==> config.mk <==
export PLATFORM = sky130hd
export DESIGN_NAME = video_pattern_gen
export DESIGN_NICKNAME = d
export VERILOG_FILES = /design/src/rtl/video_pkg.sv /design/src/rtl/pattern_pixel.sv /design/src/rtl/video_pattern_gen.sv
export SDC_FILE = /design/constraint.sdc
export NUM_CORES = 1
export LEC_CHECK = 0
export CAP_MARGIN = 30
export CELL_PAD_IN_SITES_DETAIL_PLACEMENT = 1
export CELL_PAD_IN_SITES_GLOBAL_PLACEMENT = 1
export CORE_ASPECT_RATIO = 1.4
export CORE_MARGIN = 2
export CORE_UTILIZATION = 36
export DETAILED_ROUTE_END_ITERATION = 16
export GPL_ROUTABILITY_DRIVEN = 0
export GPL_TIMING_DRIVEN = 0
export PLACE_DENSITY = 0.66
export SETUP_SLACK_MARGIN = 0.3
export SLEW_MARGIN = 40
export SYNTH_ARGS = -nofsm -noshare
export SYNTH_HDL_FRONTEND = slang
export SYNTH_SLANG_ARGS = --single-unit
==> constraint.sdc <==
create_clock -name clk -period 14.7 [get_ports clk]
set_clock_uncertainty 0.1 [all_clocks]
set_input_delay 3.675 -clock clk [delete_from_list [all_inputs] [get_ports clk]]
set_output_delay 3.675 -clock clk [all_outputs]
set_load 0.05 [all_outputs]
==> src/rtl/video_pkg.sv <==
// video_pkg: shared pixel layout, pattern encodings, bar colours and FSM states for the video source path
package video_pkg;
  localparam int C_W   = 10;
  localparam int R_LSB = 20;
  localparam int G_LSB = 10;
  localparam int B_LSB = 0;
  localparam logic [C_W-1:0] FULL = 10'h3FF;
  localparam logic [C_W-1:0] ZERO = 10'h000;
  localparam logic [1:0] PAT_BARS  = 2'd0;
  localparam logic [1:0] PAT_RAMP  = 2'd1;
  localparam logic [1:0] PAT_CHECK = 2'd2;
  localparam logic [1:0] PAT_SOLID = 2'd3;
  localparam logic [29:0] WHITE   = {FULL, FULL, FULL};
  localparam logic [29:0] YELLOW  = {FULL, FULL, ZERO};
  localparam logic [29:0] CYAN    = {ZERO, FULL, FULL};
  localparam logic [29:0] GREEN   = {ZERO, FULL, ZERO};
  localparam logic [29:0] MAGENTA = {FULL, ZERO, FULL};
  localparam logic [29:0] RED     = {FULL, ZERO, ZERO};
  localparam logic [29:0] BLUE    = {ZERO, ZERO, FULL};
  localparam logic [29:0] BLACK   = {ZERO, ZERO, ZERO};
  // index 0 is the leftmost bar
  localparam logic [7:0][29:0] BAR_COLORS = {BLACK, BLUE, RED, MAGENTA, GREEN, CYAN, YELLOW, WHITE};
  typedef enum logic [1:0] {IDLE, ACTIVE, HBLANK, VBLANK} state_t;
  function automatic logic [29:0] pack_rgb(input logic [C_W-1:0] r, input logic [C_W-1:0] g, input logic [C_W-1:0] b);
    logic [29:0] p;
    p = '0;
    p[R_LSB +: C_W] = r;
    p[G_LSB +: C_W] = g;
    p[B_LSB +: C_W] = b;
    return p;
  endfunction
endpackage

==> src/rtl/pattern_pixel.sv <==
// pattern_pixel: combinational {R,G,B} value for one pixel of the selected test pattern
module pattern_pixel
  import video_pkg::*;
(
  input  logic [1:0]  pattern,
  input  logic [9:0]  x,
  input  logic        y5,
  input  logic [2:0]  bar,
  input  logic [29:0] solid_rgb,
  output logic [29:0] rgb
);
  // bars come from the tracked bar index, so no divide by bar width is needed
  always_comb
    rgb = pattern == PAT_BARS  ? BAR_COLORS[bar] :
          pattern == PAT_RAMP  ? pack_rgb(x, x, x) :
          pattern == PAT_CHECK ? {30{x[5] ^ y5}} :
                                 solid_rgb;
endmodule

==> src/rtl/video_pattern_gen.sv <==
// video_pattern_gen: AXI4-Stream test-frame source with blanking and back-pressure handling
module video_pattern_gen
  import video_pkg::*;
#(
  parameter int H_ACTIVE = 640,
  parameter int V_ACTIVE = 480,
  parameter int H_BLANK  = 16,
  parameter int V_BLANK  = 1000
) (
  input  logic        clk,
  input  logic        rst,
  input  logic        enable,
  input  logic [1:0]  pattern_sel,
  input  logic [29:0] solid_rgb,
  input  logic        m_axis_video_tready,
  output logic [31:0] m_axis_video_tdata,
  output logic        m_axis_video_tvalid,
  output logic        m_axis_video_tuser,
  output logic        m_axis_video_tlast,
  output logic [15:0] frame_count,
  output logic        busy
);
  localparam logic [11:0] X_LAST   = 12'(H_ACTIVE - 1);
  localparam logic [11:0] Y_LAST   = 12'(V_ACTIVE - 1);
  localparam logic [11:0] BAR_LAST = 12'(H_ACTIVE / 8 - 1);
  localparam logic [15:0] HB_LAST  = 16'(H_BLANK - 1);
  localparam logic [15:0] VB_LAST  = 16'(V_BLANK - 1);
  state_t state, state_d;
  logic [11:0] x, x_d, y, y_d, bcnt, bcnt_d;
  logic [2:0]  bar, bar_d;
  logic [15:0] blank, blank_d, frame_count_d;
  logic [1:0]  pat, pat_d;
  logic [29:0] solid, solid_d, rgb;
  logic [31:0] tdata_d;
  logic        tvalid_d, tuser_d, tlast_d, busy_d;
  logic        xfer, eol, step, hb_end, vb_end, start, load, restart_line;
  // the pixel generator sees the next coordinates so a loaded pixel matches its position
  pattern_pixel u_pixel (
    .pattern   (pat_d),
    .x         (x_d[9:0]),
    .y5        (y_d[5]),
    .bar       (bar_d),
    .solid_rgb (solid_d),
    .rgb       (rgb)
  );
  // next-state, counters and next output word; everything holds unless an event says otherwise
  always_comb begin
    xfer          = m_axis_video_tvalid & m_axis_video_tready;
    eol           = xfer && x == X_LAST;
    step          = xfer && x != X_LAST;
    hb_end        = state == HBLANK && blank == HB_LAST;
    vb_end        = state == VBLANK && blank == VB_LAST;
    start         = enable && (state == IDLE || vb_end);
    load          = start | step | hb_end;
    restart_line  = start | hb_end;
    x_d           = restart_line ? 12'd0 : step ? x + 12'd1 : x;
    y_d           = start ? 12'd0 : hb_end ? y + 12'd1 : y;
    bcnt_d        = restart_line ? 12'd0 : step ? (bcnt == BAR_LAST ? 12'd0 : bcnt + 12'd1) : bcnt;
    bar_d         = restart_line ? 3'd0 : (step && bcnt == BAR_LAST) ? bar + 3'd1 : bar;
    blank_d       = (state == HBLANK || state == VBLANK) ? blank + 16'd1 : 16'd0;
    pat_d         = start ? pattern_sel : pat;
    solid_d       = start ? solid_rgb : solid;
    tvalid_d      = load ? 1'b1 : eol ? 1'b0 : m_axis_video_tvalid;
    tuser_d       = load ? start : eol ? 1'b0 : m_axis_video_tuser;
    tlast_d       = load ? x_d == X_LAST : eol ? 1'b0 : m_axis_video_tlast;
    tdata_d       = load ? {2'b00, rgb} : m_axis_video_tdata;
    frame_count_d = (eol && y == Y_LAST) ? frame_count + 16'd1 : frame_count;
    state_d       = restart_line ? ACTIVE :
                    eol          ? (y == Y_LAST ? VBLANK : HBLANK) :
                    vb_end       ? IDLE : state;
    busy_d        = state_d != IDLE;
  end
  // all state and outputs are registered, cleared immediately by reset
  always_ff @(posedge clk or posedge rst) begin
    if (rst) begin
      state               <= IDLE;
      x                   <= '0;
      y                   <= '0;
      bcnt                <= '0;
      bar                 <= '0;
      blank               <= '0;
      pat                 <= PAT_BARS;
      solid               <= '0;
      m_axis_video_tdata  <= '0;
      m_axis_video_tvalid <= 1'b0;
      m_axis_video_tuser  <= 1'b0;
      m_axis_video_tlast  <= 1'b0;
      frame_count         <= '0;
      busy                <= 1'b0;
    end else begin
      state               <= state_d;
      x                   <= x_d;
      y                   <= y_d;
      bcnt                <= bcnt_d;
      bar                 <= bar_d;
      blank               <= blank_d;
      pat                 <= pat_d;
      solid               <= solid_d;
      m_axis_video_tdata  <= tdata_d;
      m_axis_video_tvalid <= tvalid_d;
      m_axis_video_tuser  <= tuser_d;
      m_axis_video_tlast  <= tlast_d;
      frame_count         <= frame_count_d;
      busy                <= busy_d;
    end
  end
endmodule

==> metrics, run 1 <==
Cell Count, Final, Fillers Out 1074; largest net degree at the start of global routing between 70 and 80; worst setup slack before clock tree synthesis between 8 and 9 ns; fraction of registers with async set/reset 1.00; final cycle utilization of the critical path 0.415; IO buf count 85; fraction of the mapped netlist area in simple logic gates 0.267; clock-pin slew on the worst setup and hold paths about 0.06 ns; number of sinks on the clock net ~140; drt via density roughly 5.3; Required @ worst endpoint around 15 ns; initial antenna violation count 0; total negative setup slack 0 ns; type of the setup path with the least slack in -> reg; worst hold stages 1; register bit total from synthesis 139; post-synthesis cell type with the largest combined area sky130_fd_sc_hd__dfrtp_1; P per Cell Area ~160 nW/um^2; clk_lat worst skew 0.44 ns; io pins approximately 90; total half-perimeter wirelength after legalization and detailed placement approximately 15000 microns; Inserted Clock Buffers 17; total die area ~20000 sq um; portion of synthesized cell area occupied by the leading cell type 0.510; Synth Area in Adders 0.0110; most common cell in the synthesized netlist sky130_fd_sc_hd__dfrtp_1; number of flops mapped to enable cells by yosys 0; area added between synthesis and finish 26.6%; number of nets in the layout between 800 and 900; critical path startpoint category primary input; maximum ir drop on the vdd rail ~0.00011 V; origin of the worst min-delay path blank[0]$_DFF_PP0_; clock tree from TritonCTS done; number of vias after detailed routing about 5700; number of rows created at floorplan slightly below 60; Distinct cells, synth 53; Worst Max-Slew Pin Slew 0.653 ns; count of final max-slew check failures 0; highest net fanout along the worst path 10; first-pass GRT wire length 33400 microns; ANT cells 0; ranking of synthesized cells by instance count sky130_fd_sc_hd__dfrtp_1 (139), sky130_fd_sc_hd__nand2_1 (133), sky130_fd_sc_hd__nor2_1 (76); arrival time reported for the critical path endpoint ~6.4 ns; Critical Path Sink Type flop; share of the synthesized area in compound gates (AO/OA/AOI/OAI) 0.0965; number of hold-slack violations in the final timing report 0; gate count after technology mapping between 700 and 800; DRC violation count after routing 0; number of DRC violations after detailed-routing iteration 0 approximately 230; reg-to-reg startpoint blank[0]$_DFF_PP0_; Post-Syn Area per Cell between 9 and 10 sq um; area share of xor/xnor cells in the synthesized design 0.0758; total congestion overflow 0; unrepaired setup endpoints after global routing false; RR Endpoint solid[14]$_DFF_PP0_; run status finished, final reports clean; CP peak stage delay ~0.52 ns; area of the mapped netlist a little under 7000 sq um; via count of the first global-routing pass 6378; dominant combinational cell family by area after synthesis simple AND/OR/NAND/NOR gates; fill cell count roughly 2200; share of cells above drive strength 1 0.0723; cell depth of the worst flop-to-flop path 10; share of cell area taken by muxes after synthesis 0.00899; CTS-repair resized insts 0; top cells by area in the synthesized netlist sky130_fd_sc_hd__dfrtp_1 (51%), sky130_fd_sc_hd__nand2_1 (7.3%), sky130_fd_sc_hd__xnor2_1 (4.8%), sky130_fd_sc_hd__and3_1 (4.5%), sky130_fd_sc_hd__nor2_1 (4.2%); Min-Delay Endpoint blank[0]$_DFF_PP0_; remaining antenna violation count 0; Placed Cells incl. Taps around 1000; starting density of the core 0.367; Root Buffer Master sky130_fd_sc_hd__clkbuf_16; final WL approximately 20000 microns; setup violators final 0; final critical path time including I/O delays and setup 6.10 ns; slack of the worst reg-to-reg path roughly 11 ns; horizontal die dimension 120 microns; relative max-transition margin 0.561; min setup slack post-route about 8.6 ns; buffer depth of the longest clock path 2; # H-tree levels 4; Detailed Routing Iterations Pass 1 4; core outline area around 19000 sq um; cells along the critical path clkdlybuf4s50_1 > nor3b_1 > a21o_1 > clkbuf_1 > buf_2 > buf_1 > buf_1 > nand2_1 > nand2_1; # Max-Cap Violations 0; average routed wire per standard cell 18.8 microns; all-layer global routing usage 0.212; top_reg_cell synth sky130_fd_sc_hd__dfrtp_1; Leakage Power 3.93 nW; die outline height ~170 microns; HP Class reg -> reg; number of setup buffers added after CTS 0; number of hold buffers added after CTS 0; maximum clock frequency about 0.16 GHz; count of synthesis-stage warnings from yosys 0; Seq/Total Area, Yosys 0.510; Critical-path top delay cell sky130_fd_sc_hd__clkdlybuf4s50_1
## routing by layer
layer	share of wire	global-route usage	vias up
li1	-	-	2684
met1	0.40	0.244	2843
met2	0.54	0.384	118
met3	0.032	0.0360	31
met4	0.025	0.0875	0
met5	0	0	-
## stage by stage
step	total power (W)	util	cell area [sq um]	hold slack, ns
final	0.00142	0.464	8640	0.371
after global routing	0.00149	0.464	8640	0.392
after CTS	0.00144	0.464	8630	0.370
after detailed placement	0.000977	0.431	8020	0.356
after global placement	0.000961	0.429	7980	0.343
after floorplan	0.000814	-	6820	0.324
## worst max-delay path: cells and delay by family
| family | cells | cell delay [ns] |
|---|---|---|
| AO/OA/AOI/OAI | 1 | 0.13 |
| buffers and inverters | 5 | 2.04 |
| AND/OR/NAND/NOR | 3 | 0.52 |
## cells by family after synthesis
logic type      count (synthesis)
simple gates                  369
mux                             6
flops                         139
other cells                     1
buf+inv                        44
compound gates                 87
fa+ha+maj                       6
xor+xnor                       59
## cells in the final DEF, fill, tap and decap left out, drive strengths merged, types with 3 or more instances in the layout
cell | synthesis | layout
and2 | 21 | 21
xor2 | 22 | 22
inv | 7 | 12
mux2i | 5 | 5
clkdlybuf4s50 | 0 | 85
ha | 6 | 6
or3 | 7 | 7
o32a | 10 | 10
or4 | 4 | 4
clkinv | 0 | 5
clkbuf | 23 | 41
xnor2 | 37 | 37
a21oi | 23 | 23
o21ai | 13 | 13
nor3b | 4 | 4
nand3 | 29 | 29
dfrtp | 139 | 139
nand4 | 12 | 12
nor3 | 8 | 8
a311o | 10 | 10
and3 | 50 | 50
nor4 | 11 | 11
buf | 14 | 15
a21o | 3 | 3
nand2 | 133 | 133
a311oi | 20 | 20
bufinv | 0 | 3
nor2 | 77 | 77
nor2b | 4 | 4
## area by class of cell
type	instances	area, sq um	share of cell area
Sequential cell	139	3480	0.403
Timing Repair Buffer	86	878	0.102
Buffer	37	180	0.0209
Tap cell	244	305	0.0353
Multi-Input combinational cell	529	3150	0.364
Inverter	7	33.8	0.00391
Clock buffer	18	429	0.0497
Clock inverter	14	185	0.0214
## worst max path at each step
stage	startpoint	end	depth (start not counted)
4_1_cts	enable	solid[14]$_DFF_PP0_	9
2_1_floorplan	rst	bar[0]$_DFF_PP0_	1
6_report	enable	solid[14]$_DFF_PP0_	9
5_1_grt	enable	solid[10]$_DFF_PP0_	9
3_3_place_gp	rst	y[6]$_DFFE_PP0N_	2
3_5_place_dp	m_axis_video_tready	frame_count[8]$_DFFE_PP0P_	9
## power by group
group	internal (W)	total [W]	switching (W)
Sequential	0.000467	0.000526	0.0000586
Clock	0.000271	0.000454	0.000183
Combinational	0.000158	0.000444	0.000286
Total	0.000895	0.00142	0.000528
## flip-flops by register name, summed over array words and instances, names as in the netlist
| signal | count |
|---|---|
| m_axis_video_tdata | 30 |
| solid | 30 |
| blank | 16 |
| frame_count | 16 |
| bcnt | 12 |
| x | 12 |
| y | 12 |
| bar | 3 |
| pat | 2 |
| state | 2 |
| busy | 1 |
| m_axis_video_tlast | 1 |
| m_axis_video_tuser | 1 |
| m_axis_video_tvalid | 1 |
(Power assumes the default switching activity.)
==> inputs of run 2 (changes only) <==
Settings changed: PLACE_DENSITY 0.66 to 0.69.
Clock period 14.7 ns to 5.4 ns, I/O delays scaled along.
==> run 2 against run 1 <==
Net effect:
- clock-buffer cell count up 1
- utilization up 0.44 points
- register-to-register slack got worse by 9.3 ns
==> metrics, run 2 (synthesis results as in run 1) <==
total chip power 0.00383 W (+170%); type of the setup path with the least slack in -> reg; share of cells above drive strength 1 0.0754 (+0.00316); largest net degree at the start of global routing 28 (-62%); proportion of total power due to net switching 0.372 (+0.000977); IO buf count 85 (unchanged); part of the power in the clock network 0.307 (-0.012); clock-pin slew on the worst setup and hold paths 0.06 ns (about the same); DRC violation count after routing 0 (unchanged); arrival time reported for the critical path endpoint 4.04 ns (-2.34 ns); ANT cells 0 (unchanged); final critical path time including I/O delays and setup 3.76 ns; unrepaired setup endpoints after global routing false; remaining antenna violation count 0 (unchanged); GR Layer Usage met3 0.0432 (+0.00719); die outline height 167 microns (unchanged); Root Buffer Master sky130_fd_sc_hd__clkbuf_16; Leakage Power 3.95 nW (+0.64%); clock tree from TritonCTS done; io pins 88 (unchanged); number of sinks on the clock net 139 (unchanged); total half-perimeter wirelength after legalization and detailed placement 15500 microns (+3.9%); worst hold stages 2 (+1); Worst Max-Slew Pin Slew 0.762 ns (+0.110 ns); relative max-transition margin 0.490 (-0.0709); number of nets in the layout 864 (+0.58%); via count of the first global-routing pass 6477 (+1.6%); buffer depth of the longest clock path 2 (unchanged); first-pass GRT wire length 33600 microns (+0.66%); GR Util met1 0.229 (-0.0153); total negative setup slack 0 ns (unchanged); Detailed Routing Iterations Pass 1 4 (unchanged); net switching power 0.00142 W (+170%); maximum clock frequency approximately 0.27 GHz; # Max-Cap Violations 0 (unchanged); number of rows created at floorplan 59 (unchanged); number of DRC violations after detailed-routing iteration 0 259 (+13%); RR Endpoint solid[15]$_DFF_PP0_; core outline area 18600 sq um (unchanged); global route hottest layer met2; part of the power in registers 0.374 (+0.005); HP Class reg -> reg; number of setup buffers added after CTS 0 (unchanged); highest net fanout along the worst path 10 (unchanged); Regs by FF count m_axis_video_tdata: 30 flops, solid: 30 flops; number of hold buffers added after CTS 0 (unchanged); reg-to-reg startpoint blank[0]$_DFF_PP0_; average routed wire per standard cell 19.0 microns (+0.85%); most frequent standard cell in the layout excluding fill and tap cells sky130_fd_sc_hd__dfrtp_1; drt via density 5.32 (+0.62%); P per Cell Area 439 nW/um^2 (+170%); starting density of the core 0.367 (unchanged); GRT met2 Usage 0.402 (+0.0183); origin of the worst min-delay path solid[5]$_DFF_PP0_; initial antenna violation count 0 (unchanged); area added between synthesis and finish 27.8%; number of hold-slack violations in the final timing report 0 (unchanged); cell depth of the worst flop-to-flop path 10 (unchanged); number of vias after detailed routing 5738 (+1.1%); Min-Delay Endpoint solid[5]$_DFF_PP0_; critical path startpoint category primary input; count of final max-slew check failures 0 (unchanged); horizontal die dimension 120 microns (unchanged); Inserted Clock Buffers 17 (unchanged); setup violators final 0 (unchanged); final cycle utilization of the critical path 0.697; total congestion overflow 0 (unchanged); # H-tree levels 4 (unchanged); most frequent cells in the layout sky130_fd_sc_hd__dfrtp_1 (139), sky130_fd_sc_hd__nand2_1 (133), sky130_fd_sc_hd__clkdlybuf4s50_1 (85); Critical Path Sink Type flop; total die area 20100 sq um (unchanged); maximum ir drop on the vdd rail 0.000313 V (+200%); cell internal power dissipation 0.00240 W (+170%); clk_lat worst skew 0.43 ns (about the same); fraction of power consumed by combinational cells 0.318 (+0.006); run status finished, final reports clean; all-layer global routing usage 0.215 (+0.00305); CTS-repair resized insts 0 (unchanged); slack of the worst reg-to-reg path 2.01 ns (-9.32 ns); final WL 20500 microns (+1.3%); Required @ worst endpoint 5.67 ns (-9.31 ns)
==> run 2: changes by cell type in the layout (fill, tap and decap cells not counted), sizes merged <==
cell,previous run,this run
clkbuf,41,42
clkinv,5,3
buf,15,20
clkinvlp,1,6
bufinv,3,2
inv,12,9
==> run 2: how the worst max path moves through the flow <==
stage | from | to | slack (ns) | depth (start not counted)
final | enable | solid[15]$_DFF_PP0_ | 1.64 | 9
after global routing | enable | m_axis_video_tdata[26]$_DFFE_PP0P_ | 1.37 | 8
after detailed placement | enable | m_axis_video_tdata[22]$_DFFE_PP0P_ | 1.17 | 8
after CTS | enable | solid[20]$_DFF_PP0_ | 1.64 | 9
after floorplan | rst | bar[0]$_DFF_PP0_ | 2.21 | 1
after global placement | rst | m_axis_video_tdata[5]$_DFFE_PP0P_ | 0.92 | 2
==> run 2: through the flow <==
stage	area, sq um	cells	hold WS (ns)	utilization	worst slack (ns)
after floorplan	6830	712	0.324	-	2.21
after global placement	7980	1041	0.343	0.429	0.924
after detailed placement	8130	1047	0.357	0.437	1.17
after CTS	8720	1079	0.373	0.469	1.64
after global routing	8720	1079	0.398	0.469	1.37
final	8720	1079	0.369	0.469	1.64
==> run 2: area by class of cell <==
class,instances,area (sq um)
inverters,7,30.0
multi-input cells,529,3140
flip-flops and latches,139,3480
well taps,244,305
clock buffers,19,443
clock inverters,13,143
fillers,2169,9880
plain buffers,37,180
repair buffers,91,1000
==> run 2: worst max-delay path: stages <==
cell	delay [ns]
sky130_fd_sc_hd__clkdlybuf4s50_1	0.51
sky130_fd_sc_hd__nor3b_1	0.29
sky130_fd_sc_hd__a21o_1	0.12
sky130_fd_sc_hd__clkbuf_1	0.29
sky130_fd_sc_hd__buf_2	0.32
sky130_fd_sc_hd__buf_1	0.46
sky130_fd_sc_hd__buf_1	0.48
sky130_fd_sc_hd__nand2_1	0.13
sky130_fd_sc_hd__nand2_1	0.08
==> run 2: power groups by stage <==
stage,clock network [W],registers [W],logic [W]
after floorplan,0,0.00181,0.000410
after global placement,0,0.00143,0.00118
after detailed placement,0,0.00145,0.00122
after CTS,0.00120,0.00143,0.00123
after global routing,0.00124,0.00147,0.00130
final,0.00118,0.00143,0.00122
==> run 2: metal layers <==
layer  wire length (microns)  up-vias  part of all wire
met3                     596       35             0.029
met2                   11300      116              0.55
met5                       0        -                 0
met1                    8000     2888              0.39
met4                     624        0             0.030
li1                        -     2699                 -
==> inputs of run 3 (changes only) <==
Clock period 5.4 ns to 3.4 ns, I/O delays scaled along.
==> run 3 against run 2 <==
Net effect:
- die area stayed put
- global-route usage hardly changed
- worst hold slack worse by 0.0024 ns
- flip-flop and latch count stayed put
- clock power is 58% higher
- combinational power is 60% higher
- power is 59% higher
- critical endpoint is now m_axis_video_tdata[22]$_DFFE_PP0P_
- highest routed layer unchanged
==> metrics, run 3 (synthesis results as in run 1) <==
total chip power 0.00609 W (+59%); via count of the first global-routing pass 6473 (-0.062%); IO buf count 85 (unchanged); origin of the worst min-delay path solid[5]$_DFF_PP0_; # H-tree levels 4 (unchanged); cells along the critical path clkdlybuf4s50_1 > and4_1 > nand3_1 > o21ai_4 > a2bb2oi_1 > xor2_2 > o21ai_2 > o32a_1; buffer depth of the longest clock path 2 (unchanged); final critical path time including I/O delays and setup between 2 and 3 ns; relative max-transition margin 0.561 (+0.0706); min setup slack post-route 0.458 ns (-1.18 ns); Critical-path top delay cell sky130_fd_sc_hd__clkdlybuf4s50_1; number of sinks on the clock net 139 (unchanged); Regs by FF count m_axis_video_tdata: 30 flops, solid: 30 flops; most frequent cells in the layout sky130_fd_sc_hd__dfrtp_1 (139), sky130_fd_sc_hd__nand2_1 (131), sky130_fd_sc_hd__clkdlybuf4s50_1 (85); run status finished, final reports clean; remaining antenna violation count 0 (unchanged); net switching power 0.00226 W (+59%); critical path startpoint category primary input; arrival time reported for the critical path endpoint 3.15 ns (-0.89 ns); core occupancy in the finished layout 0.476 (+0.00753); P per Cell Area 687 nW/um^2 (+57%); clock-pin slew on the worst setup and hold paths 0.06 ns (about the same); Leakage Power 4.04 nW (+2.1%); clk_lat worst skew 0.43 ns (about the same); DRC violation count after routing 0 (unchanged); reg-to-reg startpoint blank[12]$_DFF_PP0_; all-layer global routing usage 0.215 (+0.000288); part of the power in registers 0.374 (about the same); launching element of the worst setup path m_axis_video_tready; core outline area 18600 sq um (unchanged); family of cells with the greatest summed delay on the critical path compound AO/OA/AOI/OAI gates; horizontal die dimension 120 microns (unchanged); unrepaired setup endpoints after global routing false; maximum clock frequency between 0.3 and 0.4 GHz; worst hold stages 2 (unchanged); CP peak stage delay 0.52 ns (about the same); Worst Path Buf+Inv 1 (-4); initial antenna violation count 0 (unchanged); most frequent standard cell in the layout excluding fill and tap cells sky130_fd_sc_hd__dfrtp_1; HP Class reg -> reg; final WL 20600 microns (+0.66%); Critical Path Sink Type flop; fraction of power consumed by combinational cells 0.320 (+0.002); number of hold-slack violations in the final timing report 0 (unchanged); Inserted Clock Buffers 17 (unchanged); ANT cells 0 (unchanged); first-pass GRT wire length 33700 microns (+0.14%); maximum ir drop on the vdd rail 0.000496 V (+59%); Required @ worst endpoint 3.61 ns (-2.06 ns); Detailed Routing Iterations Pass 1 6 (+2); type of the setup path with the least slack in -> reg; share of cells above drive strength 1 0.105 (+0.0296); worst setup slack before clock tree synthesis -0.329 ns (-1.50 ns); part of the power in the clock network 0.306 (about the same); number of hold buffers added after CTS 0 (unchanged); RR Endpoint m_axis_video_tdata[23]$_DFFE_PP0P_; highest net fanout along the worst path 10 (unchanged); total congestion overflow 0 (unchanged); area added between synthesis and finish 29.9%; average routed wire per standard cell 19.1 microns (+0.38%); Worst Max-Slew Pin Slew 0.654 ns (-0.108 ns); count of final max-slew check failures 0 (unchanged); total die area 20100 sq um (unchanged); Min-Delay Endpoint solid[5]$_DFF_PP0_; total half-perimeter wirelength after legalization and detailed placement 15500 microns (unchanged); drt via density 5.35 (+0.66%); total negative setup slack 0 ns (unchanged); number of vias after detailed routing 5792 (+0.94%); starting density of the core 0.367 (unchanged); die outline height 167 microns (unchanged); number of DRC violations after detailed-routing iteration 0 257 (-0.77%); number of nets in the layout 867 (+0.35%); cell depth of the worst flop-to-flop path 8 (-2); final cycle utilization of the critical path 0.865; number of rows created at floorplan 59 (unchanged); clock tree from TritonCTS done; cell internal power dissipation 0.00382 W (+59%); setup violators final 0 (unchanged); Root Buffer Master sky130_fd_sc_hd__clkbuf_16; proportion of total power due to net switching 0.372 (about the same); slack of the worst reg-to-reg path 0.49 ns (-1.52 ns); # Max-Cap Violations 0 (unchanged); io pins 88 (unchanged); largest net degree at the start of global routing 28 (unchanged)
-- run 3: cell types whose count changed in the layout (fill, tap and decap cells not counted), sizes merged --
cell / previous run / this run
clkbuf: 42 / 43
buf: 20 / 22
-- run 3: worst max-delay path by stage --
stage,slack (ns),cells after the start,end
after global routing,0.31,8,m_axis_video_tdata[26]$_DFFE_PP0P_
after detailed placement,-0.33,8,m_axis_video_tdata[22]$_DFFE_PP0P_
final,0.46,8,m_axis_video_tdata[22]$_DFFE_PP0P_
after CTS,0.34,8,m_axis_video_tdata[9]$_DFFE_PP0P_
after floorplan,0.71,1,bar[0]$_DFF_PP0_
after global placement,-0.58,2,m_axis_video_tdata[5]$_DFFE_PP0P_
-- run 3: cell type report --
cell class / instances / area [sq um]
fill: 2161 / 9740
sequential: 139 / 3480
multi-input combinational: 529 / 3240
timing repair buffer: 94 / 1020
clock buffer: 19 / 443
tap: 244 / 305
buffer: 37 / 194
clock inverter: 13 / 143
inverter: 7 / 30.0
-- run 3: power groups by stage --
stage	combinational, W	clock (W)	sequential, W
6_report	0.00195	0.00186	0.00228
5_1_grt	0.00208	0.00197	0.00233
4_1_cts	0.00196	0.00190	0.00228
3_5_place_dp	0.00194	0	0.00230
3_3_place_gp	0.00188	0	0.00227
2_1_floorplan	0.000651	0	0.00287
-- run 3: repair_timing --
action / in CTS / in global routing
resized for setup: 12 / 21
pin swaps: 0 / 1
setup buffers: 0 / 3
setup endpoints to repair: 69 / 64
-- run 3: layer usage --
layer	part of all wire	vias up	track usage
li1	-	2707	-
met1	0.39	2933	0.229
met2	0.55	115	0.401
met3	0.030	37	0.0432
met4	0.034	0	0.101
met5	0	-	0
-- run 3: metrics by stage --
stage / area, sq um / hold slack [ns] / std cells
final: 8860 / 0.367 / 1082
after global routing: 8860 / 0.402 / 1082
after CTS: 8750 / 0.373 / 1079
after detailed placement: 8130 / 0.357 / 1047
after global placement: 7980 / 0.343 / 1041
after floorplan: 6830 / 0.324 / 712
-- run 3: worst register-to-register path: cells and delay by family, from the launching register on --
family | cells | cell delay, ns
compound gates | 2 | 0.69
buf+inv | 1 | 0.24
flops | 1 | 0.45
simple gates | 5 | 1.35
